--- src/rtl/uart_pkg.sv ---
// rtl/uart_pkg.sv - shared UART receiver state type, parity modes and parity helper
package uart_pkg;

    typedef enum logic [2:0] {
        WAIT_HIGH,
        IDLE,
        START,
        DATA,
        PARITY,
        STOP
    } uart_rx_state_t;

    localparam logic PAR_EVEN = 1'b0;
    localparam logic PAR_ODD  = 1'b1;

    // Parity bit a transmitter sends for this data; unused upper bits must be zero.
    function automatic logic calc_parity(input logic [31:0] data, input logic odd);
        return (^data) ^ odd;
    endfunction

endpackage

--- src/rtl/uart_rx_core.sv ---
// rtl/uart_rx_core.sv - line synchronizer, bit timing and frame FSM of the UART receiver
import uart_pkg::*;

module uart_rx_core #(
    parameter int DATA_BITS    = 8,
    parameter int CLKS_PER_BIT = 87,
    parameter int PARITY_EN    = 1,
    parameter int PARITY_ODD   = 0
) (
    input  logic                 clk,
    input  logic                 rst,
    input  logic                 uart_rx,
    output logic                 byte_valid,
    output logic [DATA_BITS-1:0] byte_data,
    output logic                 byte_perr,
    output logic                 start_ok,
    output logic                 frame_err,
    output logic                 line_idle
);

    localparam int CW = $clog2(CLKS_PER_BIT);
    localparam int BW = $clog2(DATA_BITS + 1);
    localparam logic [CW-1:0] HALF_CNT = CW'((CLKS_PER_BIT - 1) / 2);
    localparam logic [CW-1:0] LAST_CNT = CW'(CLKS_PER_BIT - 1);
    localparam logic [BW-1:0] LAST_BIT = BW'(DATA_BITS - 1);
    localparam logic PAR_MODE = (PARITY_ODD != 0) ? PAR_ODD : PAR_EVEN;

    logic                 sync1, sync2;
    logic [1:0]           sync_fill;
    uart_rx_state_t       state;
    logic [CW-1:0]        cnt;
    logic [BW-1:0]        bit_idx;
    logic [DATA_BITS-1:0] shift;
    logic                 par_err;

    // sync_fill keeps WAIT_HIGH from trusting the flops' reset value of 1 as a real idle line
    always_ff @(posedge clk or posedge rst) begin
        if (rst) begin
            sync1     <= 1'b1;
            sync2     <= 1'b1;
            sync_fill <= 2'b00;
        end else begin
            sync1     <= uart_rx;
            sync2     <= sync1;
            sync_fill <= {sync_fill[0], 1'b1};
        end
    end

    assign line_idle = (state == IDLE);

    always_ff @(posedge clk or posedge rst) begin
        if (rst) begin
            state      <= WAIT_HIGH;
            cnt        <= '0;
            bit_idx    <= '0;
            shift      <= '0;
            par_err    <= 1'b0;
            byte_valid <= 1'b0;
            byte_data  <= '0;
            byte_perr  <= 1'b0;
            start_ok   <= 1'b0;
            frame_err  <= 1'b0;
        end else begin
            byte_valid <= 1'b0;
            start_ok   <= 1'b0;
            frame_err  <= 1'b0;
            case (state)
                WAIT_HIGH: if (sync_fill[1] && sync2) state <= IDLE;
                IDLE: begin
                    if (!sync2) begin
                        state   <= START;
                        cnt     <= '0;
                        par_err <= 1'b0;
                    end
                end
                START: begin
                    if (cnt == HALF_CNT) begin
                        cnt <= '0;
                        if (sync2) begin
                            state <= IDLE;
                        end else begin
                            state    <= DATA;
                            bit_idx  <= '0;
                            start_ok <= 1'b1;
                        end
                    end else begin
                        cnt <= cnt + 1'b1;
                    end
                end
                DATA: begin
                    if (cnt == LAST_CNT) begin
                        cnt   <= '0;
                        shift <= {sync2, shift[DATA_BITS-1:1]};
                        if (bit_idx == LAST_BIT) state <= (PARITY_EN != 0) ? PARITY : STOP;
                        else                     bit_idx <= bit_idx + 1'b1;
                    end else begin
                        cnt <= cnt + 1'b1;
                    end
                end
                PARITY: begin
                    if (cnt == LAST_CNT) begin
                        cnt     <= '0;
                        par_err <= (sync2 != calc_parity(32'(shift), PAR_MODE));
                        state   <= STOP;
                    end else begin
                        cnt <= cnt + 1'b1;
                    end
                end
                STOP: begin
                    if (cnt == LAST_CNT) begin
                        cnt <= '0;
                        if (sync2) begin
                            byte_valid <= 1'b1;
                            byte_data  <= shift;
                            byte_perr  <= par_err;
                            state      <= IDLE;
                        end else begin
                            frame_err <= 1'b1;
                            state     <= WAIT_HIGH;
                        end
                    end else begin
                        cnt <= cnt + 1'b1;
                    end
                end
                default: state <= WAIT_HIGH;
            endcase
        end
    end

endmodule

--- src/rtl/uart_rx_axis.sv ---
// rtl/uart_rx_axis.sv - UART receiver with pend/output staging that rebuilds packets from line idle time
import uart_pkg::*;

module uart_rx_axis #(
    parameter int DATA_BITS    = 8,
    parameter int CLKS_PER_BIT = 87,
    parameter int PARITY_EN    = 1,
    parameter int PARITY_ODD   = 0,
    parameter int IDLE_BITS    = 20
) (
    input  logic                 clk,
    input  logic                 rst,
    input  logic                 uart_rx,
    output logic [DATA_BITS-1:0] m_axis_data,
    output logic                 m_axis_valid,
    input  logic                 m_axis_ready,
    output logic                 m_axis_last,
    output logic                 parity_err,
    output logic                 frame_err,
    output logic                 overrun
);

    localparam int IDLE_LIMIT = IDLE_BITS * CLKS_PER_BIT;
    localparam int IW = $clog2(IDLE_LIMIT + 2);

    logic                 byte_valid, byte_perr, start_ok, core_ferr, line_idle;
    logic [DATA_BITS-1:0] byte_data;
    logic [IW-1:0]        idle_cnt;
    logic                 idle_hit, pend_move, pend_take;
    logic                 pend_full, pend_resolved, pend_last, pend_perr;
    logic [DATA_BITS-1:0] pend_data;

    uart_rx_core #(
        .DATA_BITS   (DATA_BITS),
        .CLKS_PER_BIT(CLKS_PER_BIT),
        .PARITY_EN   (PARITY_EN),
        .PARITY_ODD  (PARITY_ODD)
    ) u_core (
        .clk       (clk),
        .rst       (rst),
        .uart_rx   (uart_rx),
        .byte_valid(byte_valid),
        .byte_data (byte_data),
        .byte_perr (byte_perr),
        .start_ok  (start_ok),
        .frame_err (core_ferr),
        .line_idle (line_idle)
    );

    // Saturates one past the limit so the timeout fires exactly once per idle stretch
    always_ff @(posedge clk or posedge rst) begin
        if (rst)                                idle_cnt <= '0;
        else if (!line_idle)                    idle_cnt <= '0;
        else if (idle_cnt <= IW'(IDLE_LIMIT))   idle_cnt <= idle_cnt + 1'b1;
    end

    assign idle_hit  = line_idle && (idle_cnt == IW'(IDLE_LIMIT));
    assign pend_move = pend_full && pend_resolved && (!m_axis_valid || m_axis_ready);
    assign pend_take = byte_valid && (!pend_full || pend_move);
    assign overrun   = byte_valid && !pend_take;
    assign frame_err = core_ferr;

    // Whenever the successor byte is lost (timeout, bad frame, overrun) the pend byte ends its packet
    always_ff @(posedge clk or posedge rst) begin
        if (rst) begin
            pend_full     <= 1'b0;
            pend_resolved <= 1'b0;
            pend_last     <= 1'b0;
            pend_perr     <= 1'b0;
            pend_data     <= '0;
        end else if (pend_take) begin
            pend_full     <= 1'b1;
            pend_resolved <= 1'b0;
            pend_last     <= 1'b0;
            pend_perr     <= byte_perr;
            pend_data     <= byte_data;
        end else begin
            if (pend_move) pend_full <= 1'b0;
            if (pend_full) begin
                if (start_ok) pend_resolved <= 1'b1;
                if (idle_hit || core_ferr || overrun) begin
                    pend_resolved <= 1'b1;
                    pend_last     <= 1'b1;
                end
            end
        end
    end

    always_ff @(posedge clk or posedge rst) begin
        if (rst) begin
            m_axis_valid <= 1'b0;
            m_axis_data  <= '0;
            m_axis_last  <= 1'b0;
            parity_err   <= 1'b0;
        end else if (pend_move) begin
            m_axis_valid <= 1'b1;
            m_axis_data  <= pend_data;
            m_axis_last  <= pend_last;
            parity_err   <= pend_perr;
        end else if (m_axis_ready) begin
            m_axis_valid <= 1'b0;
        end
    end

endmodule

--- config.mk ---
export PLATFORM = sky130hd
export DESIGN_NAME = uart_rx_axis
export DESIGN_NICKNAME = d
export VERILOG_FILES = /design/src/rtl/uart_pkg.sv /design/src/rtl/uart_rx_core.sv /design/src/rtl/uart_rx_axis.sv
export SDC_FILE = /design/constraint.sdc
export NUM_CORES = 1
export LEC_CHECK = 0
export CORE_UTILIZATION = 50
export DETAILED_ROUTE_END_ITERATION = 6
export MAX_ROUTING_LAYER = met4
export PLACE_DENSITY = 0.68
export SYNTH_ARGS = -nofsm -noshare
export SYNTH_HDL_FRONTEND = slang
export SYNTH_SLANG_ARGS = --single-unit
--- constraint.sdc ---
create_clock -name clk -period 2.8 [get_ports clk]
set_input_delay 0.56 -clock clk [delete_from_list [all_inputs] [get_ports clk]]
set_output_delay 0.56 -clock clk [all_outputs]
set_load 0.03 [all_outputs]
==> run summary, run 1 <==
crit path max fanout - 3
flip-flop and latch count after synthesis - 73
WP data required - 2.24 ns
global-route wire length before repair - 9.49 mm
detailed-route wire length per cell - 13.6 um
DIE WIDTH - 84.2 um
unrepaired setup endpoints after global routing - no
largest cells by area after synthesis - dfrtp_1, mux2_2, nand2_1
Worst setup EP type - primary output
Ant. Diodes - 0
TritonCTS Sinks - 73
total wire length - 5.52 mm
DRT iter0 DRCs - 74
share of the yosys chip area belonging to registers - 54.1%
placeable core area - 6420 um^2
Die Area - 7100 um^2
initial antenna violation count - 0
nets@finish - 332
Syn-to-layout area delta - 13.7%
Hold WS - 0.353 ns
DIE HEIGHT - 84.2 um
share of the synthesized area in the top cell type - 52.5%
final setup TNS - 0 ns
cell taking the most area after synthesis - dfrtp_1
post-CTS repair timing setup buffer count - 0
dpl hpwl - 3.79 mm
routed vias - 2176
fill count - 549
critical path arrival - 2.07 ns
largest net degree at the start of global routing - 37
post-route ant nets - 0
share of layout cells above drive strength 1 - 18.9%
Main synth FF type - dfrtp_1
Synth Instances - 301
worst-skew pair later-pin latency - 0.35 ns
kind of critical path - input pin to primary output
Vias/cell - 5.37
Pwr Total - 2.54 mW
Clock transition at path regs - 0.07 ns
Congestion Overflow GR - 0
post-synthesis instance area - 3380 um^2
fraction of registers with async set/reset - 100%
Synth Warn # - 0
Final GP Congestion - 0.775
syn nets - 310
initial core utilization - 52.7%
clk buf depth - 2
reg-to-reg slack, setup - 0.64 ns
Total Routing Usage GR - 17.5%
Slew HR - 59.6%
Leak - 1.91 nW
post-CTS sizing - 0
First-pass DRT Iterations - 6
Final Max Slew Viols - 0
Max-Cap Viols - 0
worst min path class - flop to flop
VDD IR-drop max - 0.000458 V
number of enable flip-flop cells after synthesis - 0
vias in the first global route - 2056
Distinct cells, synth - 59
Tcrit/Tclk final - 93.9%
Critical Path Source Type - input pin
Final Setup Violations - 0
Core Rows - 29
Hold Vio Cnt, Final - 0
outcome - complete, but fails checks
Root Buffer - clkbuf_8
I/O Pins - 17
Syn Area/Cell - 11.2 um^2
f_max - 380 MHz
pwr/cell area - 661 nW/um^2
Max Clock Skew - 0.00923 ns
IO Port Bufs - 16
Slew @ Worst Pin - 0.605 ns
fin crit period - 2.63 ns
CTS tree - built
failing checks - DRC
Hold Buf Count CTS - 0
# H-tree levels - 3
DRC viols - 4
total CTS buffers - 9
final cells by class:
type / count / area [um^2] / area share (%)
tap: 77 / 96.3 / 2.51
clock inverter: 5 / 81.3 / 2.12
timing repair buffer: 19 / 195 / 5.08
multi-input combinational: 209 / 1470 / 38.2
inverter: 11 / 41.3 / 1.07
clock buffer: 11 / 131 / 3.42
sequential: 73 / 1830 / 47.6
cells by family after synthesis:
| kind of cell | share of synthesized area, % |
|---|---|
| and+or+nand+nor | 16.4 |
| DFF | 54.1 |
| AOI/OAI and AO/OA | 9.73 |
| muxes | 11.4 |
| buffers and inverters | 2.48 |
| xor gates and xnor gates | 3.88 |
| adders and majority gates | 1.85 |
| other | 0.111 |
worst paths after layout:
path | startpoint | endpoint | cells after the start
setup / recovery | m_axis_ready | overrun | 5
hold / removal | u_core.sync_fill[0] | u_core.sync_fill[1] | 0
setup reg to reg | u_core.cnt[0] | u_core.byte_perr | 7
hold reg to reg | u_core.sync_fill[0] | u_core.sync_fill[1] | 0
max in group asynchronous | rst | u_core.sync2 | 3
min in group asynchronous | rst | m_axis_data[5] | 2
metal layers:
metal | track usage (%) | vias to the layer above | part of all wire (%)
met5 | - | - | 0
met4 | 8.93 | 0 | 1.8
met3 | 3.83 | 10 | 3.4
met2 | 25.9 | 32 | 44
li1 | - | 1092 | -
met1 | 22.8 | 1042 | 51
cells in the final DEF (no fill, tap or decap), types with 3 or more instances in the layout:
cell	n
nand2_1	49
ha_1	5
or3_1	4
inv_1	10
a21o_1	3
clkbuf_8	9
and3_2	3
mux2_2	17
xor2_1	4
clkdlybuf4s50_1	16
and3_1	3
dfrtp_1	71
mux2_4	9
o21ai_0	11
mux2i_1	6
xnor2_1	11
nor2_1	15
a21oi_1	5
nor3b_1	5
nand3_1	4
nand2b_1	4
nor2b_1	4
o21a_1	3
nand4_1	3
stage by stage:
stage,util (%),cells,instance area [um^2],worst slack (ns)
after detailed placement,56.5,389,3630,0.165
final,59.8,405,3840,0.172
after global routing,59.8,405,3840,0.0179
after global placement,56.5,389,3630,0.170
after CTS,59.8,405,3840,0.167
after floorplan,-,301,3380,0.390
worst max-delay path, cell delays in order:
cell and delay [ns]:
clkdlybuf4s50_1 0.38, nand2b_1 0.16, nor2b_1 0.15, nor3_1 0.12
clkdlybuf4s50_1 0.69
Yosys cell counts (all sizes together), types with 5 or more instances:
library cell,n
clkbuf,5
and3,6
o21ai,13
mux2i,6
a21oi,6
xnor2,11
dfrtp,71
nor3b,5
nor2,17
inv,11
a21o,5
mux2,26
ha,5
nand2,49
sequential cells by signal (all words and copies together) (netlist names), 2 cells and up:
name and count:
u_core.state 3, u_core.cnt 7, u_core.bit_idx 4, u_core.byte_data 8
idle_cnt 11, pend_data 8, u_core.shift 8, u_core.sync_fill 2
m_axis_data 8
power by group:
group	internal [mW]	switching [mW]
Clock	0.504	0.391
Combinational	0.176	0.269
Sequential	1.11	0.0936
Note: power is estimated with default switching activity, not from simulation.
==> run 2, diff against run 1 <==
--- a/config.mk
+++ b/config.mk
@@ -5,10 +5,11 @@
 export SDC_FILE = /design/constraint.sdc
 export NUM_CORES = 1
 export LEC_CHECK = 0
-export CORE_UTILIZATION = 50
+export ABC_AREA = 1
+export CORE_UTILIZATION = 55
 export DETAILED_ROUTE_END_ITERATION = 6
 export MAX_ROUTING_LAYER = met4
-export PLACE_DENSITY = 0.68
+export PLACE_DENSITY = 0.74
 export SYNTH_ARGS = -nofsm -noshare
 export SYNTH_HDL_FRONTEND = slang
 export SYNTH_SLANG_ARGS = --single-unit
==> run summary, run 2 <==
Final Setup Violations - 0
DRT iter0 DRCs - 182
Syn-to-layout area delta - 11.7%
Main synth FF type - dfrtp_1
worst path bufs/invs - 3
global-route wire length before repair - 11.5 mm
clk buf depth - 2
total wire length - 6.43 mm
Worst setup EP type - primary output
nets@finish - 473
critical path arrival - 1.55 ns
dpl hpwl - 4.56 mm
VDD IR-drop max - 0.000428 V
placeable core area - 6390 um^2
flip-flop and latch count after synthesis - 73
cell taking the most area after synthesis - dfrtp_1
Worst R2R Path Depth - 9
Vias/cell - 5.17
routed vias - 2822
most used cell, CP - nand2_1
post-synthesis instance area - 3660 um^2
reg-to-reg slack, setup - 1.09 ns
Syn Area/Cell - 8.24 um^2
largest net degree at the start of global routing - 55
initial antenna violation count - 0
crit path max fanout - 3
hold path startpoint - u_core.sync1
Slew HR - 65.5%
Clock transition at path regs - 0.08 ns
DIE WIDTH - 83.5 um
share of layout cells above drive strength 1 - 10.7%
number of enable flip-flop cells after synthesis - 0
CTS tree - built
Most Used Layer, Global Route - met2
initial core utilization - 57.3%
Total Routing Usage GR - 21.2%
FF-to-FF Start - u_core.cnt[0]
hold endpoint - u_core.sync2
Hold Vio Cnt, Final - 0
post-CTS sizing - 0
Largest register FFs - 11
DRC viols - 0
# H-tree levels - 3
f_max - 473 MHz
fin crit period - 2.11 ns
most frequent cell after synthesis - nand2_1
Leak - 2.08 nW
TritonCTS Sinks - 73
Slew @ Worst Pin - 0.516 ns
Max Clock Skew - 0.0144 ns
Congestion Overflow GR - 0
unrepaired setup endpoints after global routing - no
vias in the first global route - 2636
post-CTS repair timing setup buffer count - 0
worst min path class - flop to flop
r2r endpoint - u_core.bit_idx[3]
DIE HEIGHT - 83.5 um
Tcrit/Tclk final - 75.4%
Hold Path Depth - 0
Top delay family on crit path - buffers and inverters
most frequent cells in the layout - nand2_1, dfrtp_1, inv_1, nand3_1, o21ai_0
Critical-path top delay cell - clkdlybuf4s50_1
IO Port Bufs - 16
largest register by flop count - idle_cnt
Root Buffer - clkbuf_8
GRT met3 Usage - 3.07%
met2 GRT Util - 32.8%
share of the yosys chip area belonging to registers - 50.0%
Final GP Congestion - 0.810
Distinct cells, synth - 38
Synth Instances - 444
Hold Buf Count CTS - 0
largest cells by area after synthesis - dfrtp_1, nand2_1, inv_1
First-pass DRT Iterations - 4
worst path cell trace - clkdlybuf4s50_1 > inv_1 > nand2_1 > nand3_1 > nand2_1 > nor2_1 > buf_4
Pwr Total - 2.53 mW
Largest stage delay, worst path - 0.46 ns
commonest cells in the netlist - nand2_1, dfrtp_1, inv_1
share of the synthesized area in the top cell type - 48.6%
most common cell after layout, fill and taps aside - nand2_1
Final Max Slew Viols - 0
syn nets - 453
WP data required - 2.24 ns
Ant. Diodes - 0
worst-skew pair later-pin latency - 0.35 ns
Die Area - 6980 um^2
fraction of registers with async set/reset - 100%
I/O Pins - 17
total CTS buffers - 9
Max-Cap Viols - 0
Synth Warn # - 0
Core Rows - 29
kind of critical path - input pin to primary output
Critical Path Source Type - input pin
pwr/cell area - 618 nW/um^2
detailed-route wire length per cell - 11.8 um
grt met1 use - 27.8%
outcome - completed
post-route ant nets - 0
final setup TNS - 0 ns
[run 2: stage by stage]
step | hold slack [ns] | setup WS (ns) | util (%) | instances | instance area, um^2
after floorplan | 0.331 | 0.390 | - | 444 | 3660
after global placement | 0.332 | 0.740 | 60.9 | 530 | 3890
after detailed placement | 0.336 | 0.680 | 60.9 | 530 | 3890
after CTS | 0.351 | 0.673 | 63.9 | 546 | 4080
after global routing | 0.364 | 0.594 | 63.9 | 546 | 4080
final | 0.350 | 0.688 | 63.9 | 546 | 4080
[run 2: how the worst max path moves through the flow]
| stage | start | to | depth (start not counted) |
|---|---|---|---|
| 3_3_place_gp | m_axis_ready | overrun | 7 |
| 3_5_place_dp | m_axis_ready | overrun | 7 |
| 5_1_grt | m_axis_ready | overrun | 7 |
| 2_1_floorplan | rst | idle_cnt[0] | 1 |
| 4_1_cts | m_axis_ready | overrun | 7 |
| 6_report | m_axis_ready | overrun | 7 |
[run 2: layer usage]
layer	vias to the layer above	routed length [um]
li1	1465	-
met1	1298	3150
met2	50	2980
met3	9	198
met4	0	110
met5	-	0
[run 2: kinds of logic after synthesis]
kind of cell               synth area share (%)
other                                     0.103
adders and majority gates                  1.71
xor gates and xnor gates                   1.44
muxes                                      1.85
and+or+nand+nor                            29.0
AOI/OAI and AO/OA                          7.90
DFF                                        50.0
buffers and inverters                      8.01
[run 2: cell type report]
type	instances	area [um^2]
well taps	77	96.3
multi-input cells	298	1540
fillers	535	2300
clock buffers	10	128
repair buffers	18	185
inverters	64	241
clock inverters	6	68.8
flip-flops and latches	73	1830
[run 2: power breakdown]
| group | internal [mW] | switching (mW) | leakage (nW) |
|---|---|---|---|
| clock network | 0.415 | 0.400 | 0.0964 |
| registers | 1.11 | 0.0806 | 0.954 |
| logic | 0.159 | 0.360 | 1.03 |
==> run 3, diff against run 2 <==
==> constraint.sdc (replaced) <==
create_clock -name clk -period 2.2 [get_ports clk]
set_input_delay 0.44 -clock clk [delete_from_list [all_inputs] [get_ports clk]]
set_output_delay 0.44 -clock clk [all_outputs]
set_load 0.03 [all_outputs]
==> run summary, run 3 (synthesis results as in run 2) <==
nets@finish - 475
DIE WIDTH - 83.5 um
switch share - 31.1%
# H-tree levels - 3
worst min path class - flop to flop
Comb pwr share - 19.3%
post-route ant nets - 0
Syn-to-layout area delta - 13.7%
Max-Cap Viols - 0
WP data required - 1.76 ns
DIE HEIGHT - 83.5 um
Hold Buf Count CTS - 0
most common cell after layout, fill and taps aside - nand2_1
Core Rows - 29
Slew @ Worst Pin - 0.531 ns
Largest stage delay, worst path - 0.45 ns
TritonCTS Sinks - 73
Leak - 2.12 nW
total CTS buffers - 9
Final Max Slew Viols - 0
IO Port Bufs - 16
post-CTS sizing - 0
First-pass DRT Iterations - 4
Ant. Diodes - 0
final setup TNS - 0 ns
initial antenna violation count - 0
total wire length - 6.68 mm
post-CTS repair timing setup buffer count - 0
Root Buffer - clkbuf_8
setup slack after layout - 0.331 ns
Worst setup EP type - primary output
outcome - completed
Hold Vio Cnt, Final - 0
Placed Instance Area - 3910 um^2
Switch Pwr - 1.09 mW
worst-skew pair later-pin latency - 0.34 ns
clk buf depth - 2
kind of critical path - input pin to primary output
Largest register FFs - 11
Clock power frac - 37.2%
unrepaired setup endpoints after global routing - no
Critical-path top delay cell - clkdlybuf4s50_1
Die Area - 6980 um^2
most used cell, CP - nand2_1
DRC viols - 0
fin crit period - 1.87 ns
Max Clock Skew - 0.00614 ns
Power Internal - 2.41 mW
Slew HR - 64.5%
area occupied by multi-input gates - 1540 um^2
Seq. cell area - 1830 um^2
worst path cell trace - clkdlybuf4s50_1 > inv_1 > nand2_1 > nand3_1 > nand2_1 > nor2_1 > buf_4
CTS tree - built
dpl hpwl - 4.85 mm
Clock transition at path regs - 0.08 ns
VDD IR-drop max - 0.000559 V
Critical Path Source Type - input pin
critical path arrival - 1.43 ns
fill count - 554
I/O Pins - 17
Congestion Overflow GR - 0
vias in the first global route - 2681
share of layout cells above drive strength 1 - 11.3%
f_max - 535 MHz
Place WS - 0.232 ns
most frequent cells in the layout - nand2_1, dfrtp_1, inv_1, nand3_1, o21ai_0
largest register by flop count - idle_cnt
detailed-route wire length per cell - 12.2 um
DRT iter0 DRCs - 207
placeable core area - 6390 um^2
crit path max fanout - 3
Tcrit/Tclk final - 85.0%
pwr/cell area - 841 nW/um^2
routed vias - 2844
Reg power frac - 43.6%
share of the core filled with cells - 65.1%
Total Routing Usage GR - 22.0%
initial core utilization - 57.3%
Vias/cell - 5.19
global-route wire length before repair - 11.9 mm
Final GP Congestion - 0.881
Final Setup Violations - 0
largest net degree at the start of global routing - 43
design area - 4160 um^2
-- run 3: cell count changes in the layout (fill, tap and decap cells not counted) --
cell / previous run / this run
clkbuf_8: 9 / 10
inv_2: 4 / 3
clkinv_4: 3 / 0
bufinv_16: 1 / 3
inv_6: 0 / 2
clkbuf_1: 1 / 0
buf_4: 2 / 4
-- run 3: final timing paths --
check | cells past startpoint | end | slack, ns | from
max in group asynchronous | 3 | u_core.shift[5] | 1.23 | rst
min in group asynchronous | 2 | idle_cnt[1] | 0.43 | rst
worst max register to register | 7 | u_core.cnt[4] | 0.50 | u_core.state[1]
worst min register to register | 0 | u_core.sync_fill[1] | 0.35 | u_core.sync_fill[0]
worst max-delay path | 7 | overrun | 0.33 | m_axis_ready
worst min-delay path | 0 | u_core.sync_fill[1] | 0.35 | u_core.sync_fill[0]
-- run 3: layout make-up --
class	instances	share of cell area (%)
Clock buffer	10	3.31
Clock inverter	6	2.71
Inverter	64	5.90
Multi-Input combinational cell	298	36.9
Sequential cell	73	44.0
Tap cell	77	2.32
Timing Repair Buffer	20	4.82
-- run 3: worst max-delay path: cells and delay by family --
family        cells  cell delay (ns)
simple gates      4             0.33
buf+inv           3             0.65
-- run 3: power groups by stage --
stage,combinational (mW),sequential [mW],clock [mW]
after CTS,0.671,1.52,1.34
after detailed placement,0.673,1.54,0
after global routing,0.760,1.53,1.40
after floorplan,0.537,1.52,0
final,0.674,1.52,1.30
after global placement,0.648,1.54,0
-- run 3: metal layers --
metal | part of all wire, % | up-vias | global-route usage, %
met1 | 49 | 1331 | 29.5
met3 | 2.8 | 9 | 5.14
met5 | 0 | - | -
met2 | 46 | 36 | 33.0
met4 | 1.5 | 0 | 7.70
li1 | - | 1468 | -
-- run 3: per-stage QoR --
stage	power [mW]	instances	hold WS, ns
finish	3.49	548	0.351
detailed placement	2.22	532	0.340
global route	3.68	548	0.354
floorplan	2.05	444	0.331
global placement	2.19	532	0.333
CTS	3.53	548	0.354
==> RTL change (config.mk and constraints of run 1) <==
Register the output `frame_err`, cleared by the reset; this adds one clock of latency there. The other outputs are not delayed to match.
--- a/src/rtl/uart_rx_axis.sv
+++ b/src/rtl/uart_rx_axis.sv
@@ -24,2 +24,4 @@
     localparam int IW = $clog2(IDLE_LIMIT + 2);
+
+    logic frame_err_d;
 
@@ -60,3 +62,3 @@
     assign overrun   = byte_valid && !pend_take;
-    assign frame_err = core_ferr;
+    assign frame_err_d = core_ferr;
 
@@ -104,2 +106,10 @@
 
+    always_ff @(posedge clk or posedge rst) begin
+        if (rst) begin
+            frame_err <= '0;
+        end else begin
+            frame_err <= frame_err_d;
+        end
+    end
+
 endmodule
Behaviour: same outputs for any inputs over 10 cycles, from zero or initial values and one cycle with rst high; that may be too few to reach the edited logic, so the function may still have changed.
==> RTL change against run 1 <==
- the run still ends with design-rule violations left
- worst setup slack got worse by 0.059 ns
- routed wire length rose by 1.4%
- core utilization fell by 0.43 points
- fmax fell by 2.2%
- via count fell by 1.1%
- sequential cell count rose by 1
- cell area fell by 0.16%
- synthesized cell count rose by 0.33%
- global-route usage rose by 0.62 points
- first-iteration DRC count rose by 49%
- clock power fell by 12%
- power fell by 3.7%
- area after synthesis rose by 0.74%
- highest routed layer unchanged
==> RTL change: results (changes against run 1) <==
Status
  – Run status: finished, violations left (unchanged)
  – Violated checks: design-rule violations (unchanged)

Placed design
  – Routability Congestion: 0.755 (was 0.775)
  – Post-place instance area: 3650 µm² (was 3630 µm²)
  – Placement Setup Slack: 0.117 ns (was 0.165 ns)

Logic synthesis
  – Top area cells in the synthesized netlist: sky130_fd_sc_hd__dfrtp_1 (53%), sky130_fd_sc_hd__mux2_2 (5.6%), sky130_fd_sc_hd__nand2_1 (5.4%) (was sky130_fd_sc_hd__dfrtp_1 (53%), sky130_fd_sc_hd__mux2_2 (5.7%), sky130_fd_sc_hd__nand2_1 (5.4%))
  – Area fraction in compound gates after synthesis: 9.66% (was 9.73%)
  – Synthesized Nets: 311 (was 310)
  – Multiplexer fraction of the synthesized cell area: 11.3% (was 11.4%)
  – Number of instances in the synthesized netlist: 302 (was 301)
  – Adder-cell share of the synthesized area: 1.84% (was 1.85%)
  – Most frequent cells after synthesis: sky130_fd_sc_hd__dfrtp_1 (72), sky130_fd_sc_hd__nand2_1 (49), sky130_fd_sc_hd__mux2_2 (17), sky130_fd_sc_hd__nor2_1 (15) (was sky130_fd_sc_hd__dfrtp_1 (71), sky130_fd_sc_hd__nand2_1 (49), sky130_fd_sc_hd__mux2_2 (17), sky130_fd_sc_hd__nor2_1 (15))
  – Sequential-to-total area share from yosys stat: 54.4% (was 54.1%)
  – XOR/XNOR share of the synthesized area: 3.86% (was 3.88%)

Pwr
  – Power density over cell area: 637 nW/µm² (was 661 nW/µm²)
  – Maximum vdd ir drop: 0.000423 V (was 0.000458 V)
  – Static leakage power: 0.00191 µW (about the same)

GRT
  – Via count of the first global-routing pass: 2,078 (was 2,056)
  – Largest net degree at the start of global routing: 75 (was 37)
  – Wire length of the first global-routing pass: 9800 µm (was 9490 µm)
  – Global router's overall resource usage: 18.2% (was 17.5%)

Worst setup path
  – Worst path arrival time: 2.13 ns (was 2.07 ns)
  – Maximum cell stage delay along the critical path: 0.70 ns

Finish
  – Non-filler cells, final: 405 (unchanged)
  – Sequential cell area: 1850 µm² (was 1830 µm²)
  – Number of buffers outside the clock class in the layout: 18 (was 19)
  – Fraction of final layout cells sized beyond drive strength 1: 19.2% (was 18.9%)
  – Total of fill cells in the finished design: 553 (was 549)
  – Layout buffering overhead excluding clock cells: 4.89% (was 5.08%)
  – Multi-input gate share of total cell area: 38.3% (was 38.2%)
  – Clock network area share: 4.92% (was 5.53%)
  – Sequential cell count: 74 (was 73)

Drt
  – Final wirelength: 5590 µm (was 5520 µm)
  – Post-route DRC violation count: 6 (was 4)
  – Violation count after the first detailed-routing iteration: 110 (was 74)

Clock tree
  – Post-CTS setup buffers: 0 (unchanged)

STA
  – Layout Skew: 0.00798 ns (was 0.00923 ns)
  – Slew Limit Headroom: 60.8% (was 59.6%)

Min path
  – Hold Path Origin: u_core.sync1 (was u_core.sync_fill[0])
RTL change: changes by cell type in the layout (fill, tap and decap cells not counted), sizes merged:
cell      before  now
bufinv         2    0
clkinvlp       1    2
clkinv         1    2
buf            3    2
dfrtp         71   72
RTL change: worst paths after layout:
check                                       to  slack [ns]  depth (start not counted)
setup / recovery                       overrun        0.11                          5
hold / removal                    u_core.sync2        0.36                          0
setup reg to reg           u_core.byte_data[7]        0.64                          7
hold reg to reg                   u_core.sync2        0.36                          0
max in group asynchronous         u_core.sync1        1.83                          3
min in group asynchronous          idle_cnt[6]        0.62                          3
RTL change: report_power, final:
| part | leakage [µW] | total (µW) | switching, µW | internal (µW) |
|---|---|---|---|---|
| Combinational | 0.000813 | 447 | 271 | 175 |
| Sequential | 0.00100 | 1210 | 92.8 | 1120 |
| Clock | 0.0000919 | 785 | 412 | 373 |
RTL change: through the flow:
stage	hold slack [ns]	power, µW	util [%]
CTS	0.355	2480	59.4
global placement	0.335	1670	56.5
global route	0.355	2600	59.4
detailed placement	0.345	1690	56.5
floorplan	0.331	1600	-
finish	0.357	2450	59.4
RTL change: kinds of logic after synthesis:
group	count (synthesis)
compound gates	46
fa+ha+maj	5
buf+inv	19
simple gates	110
other cells	1
mux	32
xor+xnor	15
flops	74
RTL change: routing by layer:
metal / track usage [%] / wire [µm] / vias to the layer above / share of wire, %
met5: - / 0 / - / 0
met4: 6.93 / 102 / 0 / 1.8
met3: 5.70 / 185 / 12 / 3.3
met2: 25.3 / 2410 / 26 / 43
met1: 24.9 / 2900 / 1028 / 52
li1: - / - / 1085 / -
